$ cat src/rtl/sram_port_scheduler_if.sv
// Request/grant bundle between the ingress port FIFOs (master) and the SRAM port scheduler (slave).
interface sram_port_scheduler_if #(
    parameter int unsigned NUM_PORTS = 4,
    parameter int unsigned WEIGHT_W  = 4
);
    localparam int unsigned IdW = (NUM_PORTS > 1) ? $clog2(NUM_PORTS) : 1;

    logic                          sp0_wrr1;
    logic [NUM_PORTS-1:0]          req;
    logic [NUM_PORTS-1:0]          last;
    logic [NUM_PORTS*WEIGHT_W-1:0] weight;
    logic [NUM_PORTS-1:0]          gnt;
    logic                          gnt_valid;
    logic [IdW-1:0]                gnt_id;

    modport master (
        output sp0_wrr1, req, last, weight,
        input  gnt, gnt_valid, gnt_id
    );

    modport slave (
        input  sp0_wrr1, req, last, weight,
        output gnt, gnt_valid, gnt_id
    );
endinterface

$ cat src/rtl/sram_port_scheduler.sv
// Packet-level SP / WRR scheduler for the shared SRAM write datapath; grant held until packet end.
// Optional SP aging is built when the SCHED_AGING_EN macro is defined.
module sram_port_scheduler #(
    parameter int unsigned NUM_PORTS = 4,
    parameter int unsigned WEIGHT_W  = 4,
    parameter int unsigned AGE_W     = 4,
    parameter int unsigned AGE_LIMIT = 8
) (
    input logic                  clk,
    input logic                  rst,
    sram_port_scheduler_if.slave bus
);
    localparam int unsigned IdW = (NUM_PORTS > 1) ? $clog2(NUM_PORTS) : 1;

    if ((NUM_PORTS < 2) || (AGE_LIMIT > (2 ** AGE_W) - 1)) begin : g_param_check
        $error("sram_port_scheduler: NUM_PORTS must be >= 2 and AGE_LIMIT must fit in AGE_W");
    end

    typedef enum logic [0:0] {StIdle, StGrant} state_e;

    state_e               state_q, state_d;
    logic [NUM_PORTS-1:0] gnt_q, gnt_d;
    logic                 gnt_valid_q, gnt_valid_d;
    logic [IdW-1:0]       gnt_id_q, gnt_id_d;
    logic [IdW-1:0]       rr_ptr_q, rr_ptr_d;
    logic                 prev_mode_q, prev_mode_d;
    logic [WEIGHT_W-1:0]  credit_q   [NUM_PORTS];
    logic [WEIGHT_W-1:0]  credit_d   [NUM_PORTS];
    logic [WEIGHT_W-1:0]  credit_eff [NUM_PORTS];

    logic                 mode;
    logic                 granted_req, granted_last, release_gnt, decide;
    logic [NUM_PORTS-1:0] excl, cand;
    logic [NUM_PORTS-1:0] sp_pool;
    logic                 sp_found;
    logic [IdW-1:0]       sp_win;
    logic [NUM_PORTS-1:0] cur_elig, own_elig, wrr_pool;
    logic                 reload, wrr_found;
    logic [IdW-1:0]       wrr_win, scan_idx;
    logic                 win_found;
    logic [IdW-1:0]       win_id;

    assign mode = bus.sp0_wrr1;

    // The releasing port is excluded so the datapath moves on to another requester.
    always_comb begin
        granted_req  = |(bus.req & gnt_q);
        granted_last = |(bus.last & gnt_q);
        release_gnt  = (state_q == StGrant) && (!granted_req || granted_last);
        decide       = (state_q == StIdle) || release_gnt;
        excl         = release_gnt ? gnt_q : '0;
        cand         = bus.req & ~excl;
    end

`ifdef SCHED_AGING_EN
    logic [AGE_W-1:0]     age_q [NUM_PORTS];
    logic [AGE_W-1:0]     age_d [NUM_PORTS];
    logic [NUM_PORTS-1:0] aged;

    always_comb begin
        for (int i = 0; i < int'(NUM_PORTS); i++) begin
            aged[i]  = (age_q[i] == AGE_W'(AGE_LIMIT));
            age_d[i] = age_q[i];
            if (mode || !bus.req[i] || gnt_q[i]) begin
                age_d[i] = '0;
            end else if (!aged[i]) begin
                age_d[i] = age_q[i] + 1'b1;
            end
        end
    end

    always_ff @(posedge clk) begin
        if (rst) begin
            for (int i = 0; i < int'(NUM_PORTS); i++) age_q[i] <= '0;
        end else begin
            age_q <= age_d;
        end
    end
`endif

    always_comb begin
        sp_pool = cand;
`ifdef SCHED_AGING_EN
        if (|(cand & aged)) sp_pool = cand & aged;
`endif
        sp_found = |sp_pool;
        sp_win   = '0;
        for (int i = int'(NUM_PORTS) - 1; i >= 0; i--) begin
            if (sp_pool[i]) sp_win = IdW'(i);
        end
    end

    // A releasing port still holding credit keeps the datapath only when no other requester has
    // credit; otherwise an empty pool triggers a reload.
    always_comb begin
        for (int i = 0; i < int'(NUM_PORTS); i++) begin
            cur_elig[i] = cand[i] && (credit_q[i] != '0);
            own_elig[i] = bus.req[i] && excl[i] && (credit_q[i] != '0);
        end
        reload = mode && (|cand) && (!prev_mode_q || (!(|cur_elig) && !(|own_elig)));
        for (int i = 0; i < int'(NUM_PORTS); i++) begin
            credit_eff[i] = credit_q[i];
            if (reload) begin
                credit_eff[i] = (bus.weight[i*WEIGHT_W +: WEIGHT_W] == '0) ?
                                WEIGHT_W'(1) : bus.weight[i*WEIGHT_W +: WEIGHT_W];
            end
            wrr_pool[i] = cand[i] && (credit_eff[i] != '0);
        end
        if (wrr_pool == '0) wrr_pool = own_elig;
        wrr_found = 1'b0;
        wrr_win   = '0;
        scan_idx  = '0;
        for (int k = 0; k < int'(NUM_PORTS); k++) begin
            scan_idx = IdW'((int'(rr_ptr_q) + k) % int'(NUM_PORTS));
            if (!wrr_found && wrr_pool[scan_idx]) begin
                wrr_found = 1'b1;
                wrr_win   = scan_idx;
            end
        end
    end

    assign win_found = mode ? wrr_found : sp_found;
    assign win_id    = mode ? wrr_win : sp_win;

    always_ff @(posedge clk) begin : state_reg
        if (rst) begin
            state_q     <= StIdle;
            gnt_q       <= '0;
            gnt_valid_q <= 1'b0;
            gnt_id_q    <= '0;
            rr_ptr_q    <= '0;
            prev_mode_q <= 1'b0;
            for (int i = 0; i < int'(NUM_PORTS); i++) credit_q[i] <= '0;
        end else begin
            state_q     <= state_d;
            gnt_q       <= gnt_d;
            gnt_valid_q <= gnt_valid_d;
            gnt_id_q    <= gnt_id_d;
            rr_ptr_q    <= rr_ptr_d;
            prev_mode_q <= prev_mode_d;
            credit_q    <= credit_d;
        end
    end

    always_comb begin : next_state
        state_d = state_q;
        unique case (state_q)
            StIdle:  if (win_found) state_d = StGrant;
            StGrant: if (release_gnt) state_d = win_found ? StGrant : StIdle;
            default: state_d = StIdle;
        endcase
    end

    always_comb begin : next_outputs
        gnt_d       = gnt_q;
        gnt_valid_d = gnt_valid_q;
        gnt_id_d    = gnt_id_q;
        rr_ptr_d    = rr_ptr_q;
        prev_mode_d = prev_mode_q;
        credit_d    = credit_q;
        if (decide) begin
            if (win_found) begin
                gnt_d         = '0;
                gnt_d[win_id] = 1'b1;
                gnt_valid_d   = 1'b1;
                gnt_id_d      = win_id;
                prev_mode_d   = mode;
                if (mode) begin
                    credit_d         = credit_eff;
                    credit_d[win_id] = credit_eff[win_id] - 1'b1;
                    rr_ptr_d         = (win_id == IdW'(NUM_PORTS - 1)) ? '0 : win_id + 1'b1;
                end
            end else begin
                gnt_d       = '0;
                gnt_valid_d = 1'b0;
            end
        end
    end

    assign bus.gnt       = gnt_q;
    assign bus.gnt_valid = gnt_valid_q;
    assign bus.gnt_id    = gnt_id_q;
endmodule

$ cat src/flat_wrapper.sv
// flat-port wrapper written by rule: the top's interface ports become plain ports
module sram_port_scheduler_flat 
#(
    parameter int unsigned NUM_PORTS = 4,
    parameter int unsigned WEIGHT_W  = 4,
    parameter int unsigned AGE_W     = 4,
    parameter int unsigned AGE_LIMIT = 8
)
  (clk, rst, bus_sp0_wrr1, bus_req, bus_last, bus_weight, bus_gnt, bus_gnt_valid, bus_gnt_id);
  sram_port_scheduler_if #(.NUM_PORTS(NUM_PORTS), .WEIGHT_W(WEIGHT_W)) bus_i ();
  input logic clk;
  input logic rst;
  input wire logic [$bits(bus_i.sp0_wrr1)-1:0] bus_sp0_wrr1;
  input wire logic [$bits(bus_i.req)-1:0] bus_req;
  input wire logic [$bits(bus_i.last)-1:0] bus_last;
  input wire logic [$bits(bus_i.weight)-1:0] bus_weight;
  output wire logic [$bits(bus_i.gnt)-1:0] bus_gnt;
  output wire logic [$bits(bus_i.gnt_valid)-1:0] bus_gnt_valid;
  output wire logic [$bits(bus_i.gnt_id)-1:0] bus_gnt_id;
  assign bus_i.sp0_wrr1 = bus_sp0_wrr1;
  assign bus_i.req = bus_req;
  assign bus_i.last = bus_last;
  assign bus_i.weight = bus_weight;
  assign bus_gnt = bus_i.gnt;
  assign bus_gnt_valid = bus_i.gnt_valid;
  assign bus_gnt_id = bus_i.gnt_id;
  sram_port_scheduler #(.NUM_PORTS(NUM_PORTS), .WEIGHT_W(WEIGHT_W), .AGE_W(AGE_W), .AGE_LIMIT(AGE_LIMIT)) u_core (.clk(clk), .rst(rst), .bus(bus_i));
endmodule
$ cat config.mk
export PLATFORM = sky130hd
export DESIGN_NAME = sram_port_scheduler_flat
export DESIGN_NICKNAME = d
export VERILOG_FILES = /design/src/rtl/sram_port_scheduler_if.sv /design/src/rtl/sram_port_scheduler.sv /design/src/flat_wrapper.sv
export SDC_FILE = /design/constraint.sdc
export NUM_CORES = 1
export LEC_CHECK = 0
export ABC_CLOCK_PERIOD_IN_PS = 5400
export CAP_MARGIN = 40
export CORE_MARGIN = 3
export CORE_UTILIZATION = 50
export CTS_CLUSTER_DIAMETER = 30
export CTS_CLUSTER_SIZE = 8
export DETAILED_ROUTE_END_ITERATION = 12
export GPL_ROUTABILITY_DRIVEN = 0
export PLACE_DENSITY_LB_ADDON = 0.3
export SLEW_MARGIN = 20
export SYNTH_ARGS = -nofsm -noshare
export SYNTH_HDL_FRONTEND = slang
export SYNTH_SLANG_ARGS = --single-unit
$ cat constraint.sdc
create_clock -name clk -period 5.4 [get_ports clk]
set_clock_uncertainty 0.1 [all_clocks]
set_input_delay 1.08 -clock clk [delete_from_list [all_inputs] [get_ports clk]]
set_output_delay 1.08 -clock clk [all_outputs]
set_load 0.01 [all_outputs]
**After elaboration in Yosys (flattened, before gate mapping)**

Cells that the tools add are included.

- Register bits after elaboration: 27
- Input bits: 27
- Output and inout bits: 7
- Logic and storage cells: 130

- Add/sub/neg operators: 5
- Order comparisons: 8
- Eq/ne operators: 1
- Muxes and demuxes: 45
- Bitwise gates (word level): 6
- Reductions and logical operators: 55

Operator list:

| kind | count |
|---|---|
| 4-bit 2-to-1 mux | 14 |
| 4-bit nonzero test | 8 |
| 1-bit logical AND | 25 |
| 4-bit logical NOT | 5 |
| 2-bit 2-to-1 mux | 10 |
| 4-bit OR reduction | 5 |
| 16-bit bitwise mux | 1 |
| 2-bit by 3-bit < comparator with 1-bit output (second input constant) | 5 |
| 4-bit AND | 3 |
| 1-bit 2-to-1 mux | 12 |
| 1-bit binary-select mux with 2-bit select | 4 |
| 4-bit binary-select mux with 2-bit select | 1 |
| 4-bit demux with 2-bit select | 1 |
| 1-bit logical NOT | 7 |
| 2-bit by 1-bit adder with 2-bit output (second input constant) | 2 |
| 2-bit adder (second input constant) | 2 |
| 4-bit NOT | 1 |
| 4-bit by 1-bit subtractor with 4-bit output (second input constant) | 1 |
| 3-bit >= comparator (second input constant) | 1 |
| 1-bit logical OR | 3 |
| 3-bit by 1-bit < comparator with 1-bit output (second input constant) | 1 |
| 2-bit NOT with 3-bit output | 1 |
| 3-bit AND reduction | 1 |
| 1-bit demux with 2-bit select | 1 |
| 5 further kinds | 5 |

**Logic depth before layout (Yosys ltp)**

- Depth in word-level cells: 38
- Mapped depth: 14

**Worst setup path before layout**

No wires, ideal clock.

- Path kind: input port to flip-flop
- Start point: in bus_req[1]
- End point: reg u_core.credit_q[10] (netlist bit)
- Arrival: 4104 ps
- Required time: 5166 ps
- Setup slack: 1062 ps
- Stages on the path: 13
- Buffers on the path: 0
- Cell sequence: a22o_1 -> o211ai_1 -> o211ai_1 -> or3_1 -> or3_1 -> a32oi_4 -> o21ai_0 -> a22oi_1 -> mux2i_1 -> ha_1 -> and2_1 -> mux2i_1 -> o22ai_1

- Longest elaborated chain between the ends: 38
- Elaborated cells on any way between the ends: 84
- Those cells by class: add/sub (1); order compare (2); mux (34); bitwise (4); reduce/logical (43)

RTL lines:

| item | line | source |
|---|---|---|
| start, declared | flat_wrapper.sv:14 | `input wire logic [$bits(bus_i.req)-1:0] bus_req;` |
| 4-bit AND | sram_port_scheduler.sv:47 | `granted_req = \|(bus.req & gnt_q);` |
| 4-bit OR reduction | sram_port_scheduler.sv:47 |  |
| 1-bit logical NOT | sram_port_scheduler.sv:49 | `release_gnt = (state_q == StGrant) && (!granted_req \|\| granted_last);` |
| 1-bit logical OR | sram_port_scheduler.sv:49 |  |
| 1-bit logical AND | sram_port_scheduler.sv:49 |  |
| 4-bit 2-to-1 mux | sram_port_scheduler.sv:51 | `excl = release_gnt ? gnt_q : '0;` |
| 4-bit NOT | sram_port_scheduler.sv:52 | `cand = bus.req & ~excl;` |
| 4-bit AND | sram_port_scheduler.sv:52 |  |
| (+22 left out) | n/a |  |
| 2-bit 2-to-1 mux | sram_port_scheduler.sv:115 | `if (!wrr_found && wrr_pool[scan_idx]) begin` |
| 2-bit 2-to-1 mux | sram_port_scheduler.sv:123 | `assign win_id = mode ? wrr_win : sp_win;` |
| 2-bit NOT with 3-bit output (not written as such) | sram_port_scheduler.sv:170 | `credit_d[win_id] = credit_eff[win_id] - 1'b1;` |
| 4-bit binary-select mux with 2-bit select (tied with other cells) | sram_port_scheduler.sv:170 |  |
| 4-bit 2-to-1 mux (not written as such) / 1-bit logical AND (equally long branches) | sram_port_scheduler.sv:170 |  |
| 4-bit 2-to-1 mux (not written as such) | sram_port_scheduler.sv:170 |  |
| 4-bit by 1-bit subtractor with 4-bit output / 4-bit demux with 2-bit select (equally long branches) | sram_port_scheduler.sv:170 |  |
| 16-bit bitwise mux | sram_port_scheduler.sv:170 |  |
| end signal, assigned | sram_port_scheduler.sv:141 | `credit_q <= credit_d;` |
| end, declared | sram_port_scheduler.sv:27 | `logic [WEIGHT_W-1:0] credit_q [NUM_PORTS];` |

Several ways; a longest one is shown, not always the timed one. The select of a mux whose other input is x is not followed.
A chain may end at the register's enable or synchronous reset.

**Worst setup path in the final report**

- Start point: in bus_req[1]
- End point: reg u_core.credit_q[2] (netlist bit)

- Longest elaborated chain between the ends: 38
- Elaborated cells on any way between the ends: 84
- Those cells by class: add/sub (1); order compare (2); mux (34); bitwise (4); reduce/logical (43)

RTL lines:

| item | line | source |
|---|---|---|
| 4-bit AND | sram_port_scheduler.sv:47 |  |
| 4-bit OR reduction | sram_port_scheduler.sv:47 |  |
| 1-bit logical NOT | sram_port_scheduler.sv:49 |  |
| 1-bit logical OR | sram_port_scheduler.sv:49 |  |
| 1-bit logical AND | sram_port_scheduler.sv:49 |  |
| 4-bit 2-to-1 mux | sram_port_scheduler.sv:51 |  |
| 4-bit NOT | sram_port_scheduler.sv:52 |  |
| 4-bit AND | sram_port_scheduler.sv:52 |  |
| (+23 left out) | n/a |  |
| 2-bit 2-to-1 mux * | sram_port_scheduler.sv:123 |  |
| named net u_core.win_id[0] | sram_port_scheduler.sv:41 | `logic [IdW-1:0] win_id;` |
| 2-bit NOT with 3-bit output (not written as such) * | sram_port_scheduler.sv:170 |  |
| 4-bit binary-select mux with 2-bit select (tied with other cells) | sram_port_scheduler.sv:170 |  |
| 4-bit 2-to-1 mux (not written as such) / 1-bit logical AND (equally long branches) | sram_port_scheduler.sv:170 |  |
| 4-bit 2-to-1 mux (not written as such) | sram_port_scheduler.sv:170 |  |
| 4-bit by 1-bit subtractor with 4-bit output / 4-bit demux with 2-bit select (equally long branches) | sram_port_scheduler.sv:170 |  |
| 16-bit bitwise mux * | sram_port_scheduler.sv:170 |  |

Mark *: on every way through the listed nets, which the timed path passes. The rest lies on a longest branch. The select of a mux whose other input is x is not followed.

==> reports/results.ini <==
[detailed_routing]
wire_per_inst_um = 19.23
vias = 2501
drc = 0
drtPass1Iterations = 5
finalWirelength_um = 7136
viasPerCell = 6.741
ant_nets = 0
drt-initial-drc-count = 253

[worst_setup_path]
crit_type = in -> reg
crit_slowest_cell = clkdlybuf4s50_1
start_kind = input pin
cpMostUsedCell = mux2i_1
cp_top_family = compound AO/OA/AOI/OAI gates
critPathBufInv = 2
worstSetupEndpointType = register
cp_cell_sequence = clkdlybuf4s50_1 > a22o_1 > o211ai_1 > o211ai_1 > or3_1 > or3_1 > a32oi_4 > o31ai_4 > buf_4 > mux2i_1 > mux2i_1 > ha_1 > and2_1 > mux2i_1 > o22ai_1
arrival_ns = 4.98
crit_fanout = 7
required_ns = 5.45
slowest_delay_ns = 0.49

[sta]
fmax_ghz = 0.2028
fin_ws_ns = 0.4701
worst_slew_pin_slew_ns = 0.7263
slew-limit-headroom_pct = 51.43
setup_viol = 0
fin_setup_tns_ns = 0
timing.final.crit_share_pct = 91.29
hold_violations = 0
period_needed_ns = 4.930
rsz0062_at_grt = no
slew_violations = 0

[run_status]
status = finished clean

[placement]
place_inst = 367
io_buffers = 33
place_ws_ns = 0.2552
dp_hpwl_um = 5575

[grt]
overflow = 0
grt_max_degree = 18
grt_usage_pct = 26.96
grt_pass1_wl_um = 11500
grt_antenna_before_repair = 0
grt_pass1_vias = 2319

[power_and_ir_drop]
p_leak_uw = 0.001055
p_int_uw = 562.2
clkPwrFrac_pct = 11.9
switching_share_pct = 46.28
ir_worst_vdd_uv = 215.5
combPwrFrac_pct = 60.0
switchingPower_uw = 484.4
seqPwrFrac_pct = 28.1
powerDensity_nw_per_um2 = 370.3

[final_layout]
drive_gt1_share_pct = 11.29
antenna_cells = 0
stdcell_count = 371
layout.nets = 352
area_growth_pct = 21.65

[cts]
max-clock-path-buffers = 2
cts-resized-gates = 0
hold_buffers = 0
clkTransAtPathRegs_ns = 0.10
cts_tree = yes
cts_buffers = 3
post_cts_buffers = 0
cts_root_buffer = clkbuf_8
insertion_delay_ns = 0.28
clock_sinks = 27
cts_max_level = 1

[logic_synthesis]
synth-warning-count = 0
synth.top_cell.area_share_pct = 23.26
synth_edf_count = 0
syn_inst = 281
yosysMostFrequentCell = mux2i_1
yosysSeqAreaShare_pct = 23.26
synth_area_um2 = 2323
synth_seq_cells = 27
synth-main-ff-cell = dfxtp_1
yosys-top-cells-area = dfxtp_1 23%, mux2i_1 14%, nor2_1 5.0%
syn-num-nets = 313
avgSynthCellArea_um2 = 8.269
synth_cell_types = 53
synthTopCellsByCount = 32 x mux2i_1, 31 x nor2_1, 27 x dfxtp_1
async_flop_share_pct = 0
yosysTopAreaCell = dfxtp_1

[flow_run]
cap_violations = 0

[die]
initial_utilization_pct = 52.64
num_io_pins = 34
coreArea_um2 = 4414
num_rows = 24
die_x_um = 74.17
dieHeight_um = 74.17
dieArea_um2 = 5501

[min_path]
hp-class = reg -> reg

## worst register-to-register path: stages (launching register included)
cell	delay, ns
dfxtp_1	0.39
o41a_1	0.47
o41a_1	0.48
o21ai_1	0.27
a211oi_1	0.14
a211oi_2	0.35
a32oi_4	0.13
o31ai_4	0.30
buf_4	0.23
mux2i_1	0.28
mux2i_1	0.11
ha_1	0.24
and2_1	0.15
mux2i_1	0.29
o22ai_1	0.14
## per-layer routing
layer  wire length, µm  GRT usage (%)  up-vias
met3               440          3.649       30
met2              3230          42.13      122
met5                 0              0        -
met1              3169          37.57     1179
li1                  -              -     1170
met4               295          10.46        0
## power groups by stage
stage	clock [µW]	sequential (µW)	combinational, µW
6_report	124	295	628
5_1_grt	135	298	679
4_1_cts	126	292	615
3_5_place_dp	0	296	607
3_3_place_gp	0	295	595
2_1_floorplan	0	281	436
## per-stage QoR
stage                     hold WS [ns]  total power [µW]  instance area [µm²]  util (%)
after floorplan                 0.3698             717.4                 2323         -
after global placement          0.3890             890.2                 2761     62.56
after detailed placement        0.3927             903.1                 2776     62.90
after CTS                       0.4184              1033                 2826     64.03
after global routing            0.4456              1111                 2826     64.03
final                           0.4080              1047                 2826     64.03
## final timing paths
kind,to,startpoint,cells after the start,slack (ns)
max,u_core.credit_q[2],bus_req[1],15,0.47
min,u_core.bus.gnt_valid,u_core.bus.gnt_valid,2,0.41
max reg2reg,u_core.credit_q[2],u_core.credit_q[9],14,1.20
min reg2reg,u_core.bus.gnt_valid,u_core.bus.gnt_valid,2,0.41
## state kept, by name, indices dropped and copies added, names as in the netlist
register              count
u_core.bus.gnt            4
u_core.bus.gnt_id         2
u_core.bus.gnt_valid      1
u_core.credit_q          16
u_core.prev_mode_q        1
u_core.rr_ptr_q           2
u_core.state_q            1
## area by class of cell
cell class / instances / area, µm²
multi-input combinational: 235 / 1717
fill: 379 / 1588
sequential: 27 / 540.5
timing repair buffer: 44 / 420.4
tap: 52 / 65.06
clock buffer: 3 / 41.29
inverter: 9 / 33.78
clock inverter: 1 / 8.758
## cell families after synthesis
logic type      share of synthesized area [%]
compound gates                          36.56
flops                                   23.26
buf+inv                                 3.177
simple gates                            20.03
fa+ha+maj                               2.693
mux                                     14.27
## cells in the final DEF, fill, tap and decap left out, types with 4 or more instances in the layout
master | netlist | layout
nand2_1 | 16 | 16
inv_1 | 9 | 9
nor2_1 | 31 | 31
nor3_1 | 9 | 9
o41a_1 | 5 | 5
ha_1 | 5 | 5
buf_4 | 0 | 10
nor2b_1 | 6 | 6
o21ai_0 | 20 | 20
mux2i_1 | 32 | 32
or3_1 | 6 | 6
o22ai_1 | 5 | 5
o41ai_1 | 4 | 4
dfxtp_1 | 27 | 27
a21oi_1 | 11 | 11
clkdlybuf4s50_1 | 0 | 33
nand3_1 | 4 | 4
nand2b_1 | 4 | 4
a22oi_1 | 15 | 15
a211oi_1 | 9 | 9
o21a_1 | 4 | 4
o22ai_2 | 4 | 4
Note: power is estimated with default switching activity, not from simulation.
==> variant, RTL diff (same flow settings) <==
Add a define of `SCHED_AGING_EN`.
--- a/src/rtl/sram_port_scheduler.sv
+++ b/src/rtl/sram_port_scheduler.sv
@@ -1,5 +1,7 @@
 // Packet-level SP / WRR scheduler for the shared SRAM write datapath; grant held until packet end.
 // Optional SP aging is built when the SCHED_AGING_EN macro is defined.
+`define SCHED_AGING_EN
+
 module sram_port_scheduler #(
     parameter int unsigned NUM_PORTS = 4,
     parameter int unsigned WEIGHT_W  = 4,
Formal check against the unedited RTL: no difference found for any inputs over 4 cycles, from zero or initial values and one cycle with rst high; that may be too few to reach the edited logic, so the function may still have changed.
==> variant against the original RTL <==
- design area up 33%
- power is 39% higher
- sequential power grew 50%
- sequential cell count increased by 16
- wire length rose by 31%
- area after synthesis is 40% higher
- setup slack got worse by 0.081 ns
- fmax is 1.6% lower
- largest cell class unchanged
- highest routed layer unchanged
==> variant: results (changes against the original RTL) <==
STA
  • Rel. slew slack: 0.544 (+0.0297)
  • Fmax: 200 MHz (-1.6%)

Placed design
  • Placed cell area: 0.00367 mm² (+32%)
  • Dpl cells: 523 (+43%)
  • Dpl hpwl: 7250 µm (+30%)

Drt
  • Via-per-instance ratio: 6.45 (-4.3%)
  • Initial drt markers: 359 (+42%)
  • DR WL/cell: 17.6 µm (-8.6%)
  • Vias: 3426 (+37%)
  • Met2 Wirelength: 4260 µm (+32%)
  • Routed wl met3: 821 µm (+87%)

Setup path
  • RR Endpoint: u_core.credit_q[1]
  • FF-to-FF Start: u_core.credit_q[11]
  • WP data arrival: 5.15 ns (+0.17 ns)

Synthesis
  • Adder-cell share of the synthesized area: 0.0500 (+0.0231)
  • Yosys cell types: 66 (+25%)
  • Mean Syn Cell Area: 7.65 µm² (-7.4%)
  • Sequential fraction of the synthesis area: 0.265 (+0.0320)
  • Mux contribution to synthesized area: 0.0685 (-0.0742)
  • Compound-Gate Fraction of Synth Area: 0.246 (-0.120)
  • Area contributors post-synth: dfxtp_1 (26%), a21oi_1 (5.7%), nor2_1 (5.3%), ha_1 (5.0%), nand2_1 (4.6%)

CTS
  • CTS H-tree lvls: 2 (+1)
  • CTS Buf Count: 5 (+2)

Global routing
  • Largest net degree at the start of global routing: 35 (+17)
  • Vias in the first global route: 3276 (+41%)
  • Met1 Usage GRT: 0.350 (-0.0253)
  • GR Util All Layers: 0.261 (-0.00829)
  • First-pass GRT wire length: 15700 µm (+37%)

Pwr
  • Worst vdd ir: 0.271 mV (+26%)
  • P_leak: 1.40 nW (+33%)

Finish
  • Layout cells sized above 1: 0.0855 (-0.0273)

Outcome
  • Run status: completed
==> variant: changes by cell type after synthesis, sizes merged, moves of 10 or more <==
cell   delta
dfxtp    +16
nor2     +16
o21ai    -15
mux2i    -18
nand2    +22
inv      +15
a21oi    +26
nor3     +13
buf      +10
nand3    +23
a22oi    -12
==> variant: layout make-up <==
class                           instances  area, µm²
Inverter                               24       90.1
Tap cell                               75       93.8
Clock buffer                            6       72.6
Timing Repair Buffer                   45        420
Multi-Input combinational cell        336       2210
Clock inverter                          2       12.5
Fill cell                             572       2340
Sequential cell                        43        861
==> variant: power groups by stage <==
stage / logic [mW] / registers [mW] / clock network [mW]
after floorplan: 0.573 / 0.424 / 0
after global placement: 0.764 / 0.445 / 0
after detailed placement: 0.778 / 0.447 / 0
after CTS: 0.783 / 0.440 / 0.216
after global routing: 0.878 / 0.448 / 0.230
final: 0.801 / 0.443 / 0.208
==> variant: worst register-to-register path, cell delays in order (launching register included) <==
cell and delay [ns]:
dfxtp_1 0.36, o41a_1 0.50, o31ai_1 0.34, a21boi_1 0.19, o311ai_0 0.53, o31ai_1 0.19, a21o_1 0.21, a211o_1 0.27
buf_4 0.20, inv_1 0.12, o2111ai_1 0.12, o211ai_1 0.21, inv_1 0.09, ha_1 0.37, a22oi_1 0.21, nor2_1 0.07
nor3_1 0.16
==> variant: worst min-delay path by stage <==
stage	endpoint	slack, ns	cells past startpoint
after CTS	u_core.bus.gnt_valid	0.38	1
after global placement	u_core.bus.gnt_valid	0.36	1
after global routing	u_core.bus.gnt_valid	0.40	1
final	u_core.bus.gnt_valid	0.37	1
after detailed placement	u_core.bus.gnt_valid	0.35	1
after floorplan	u_core.credit_q[4]	0.35	2
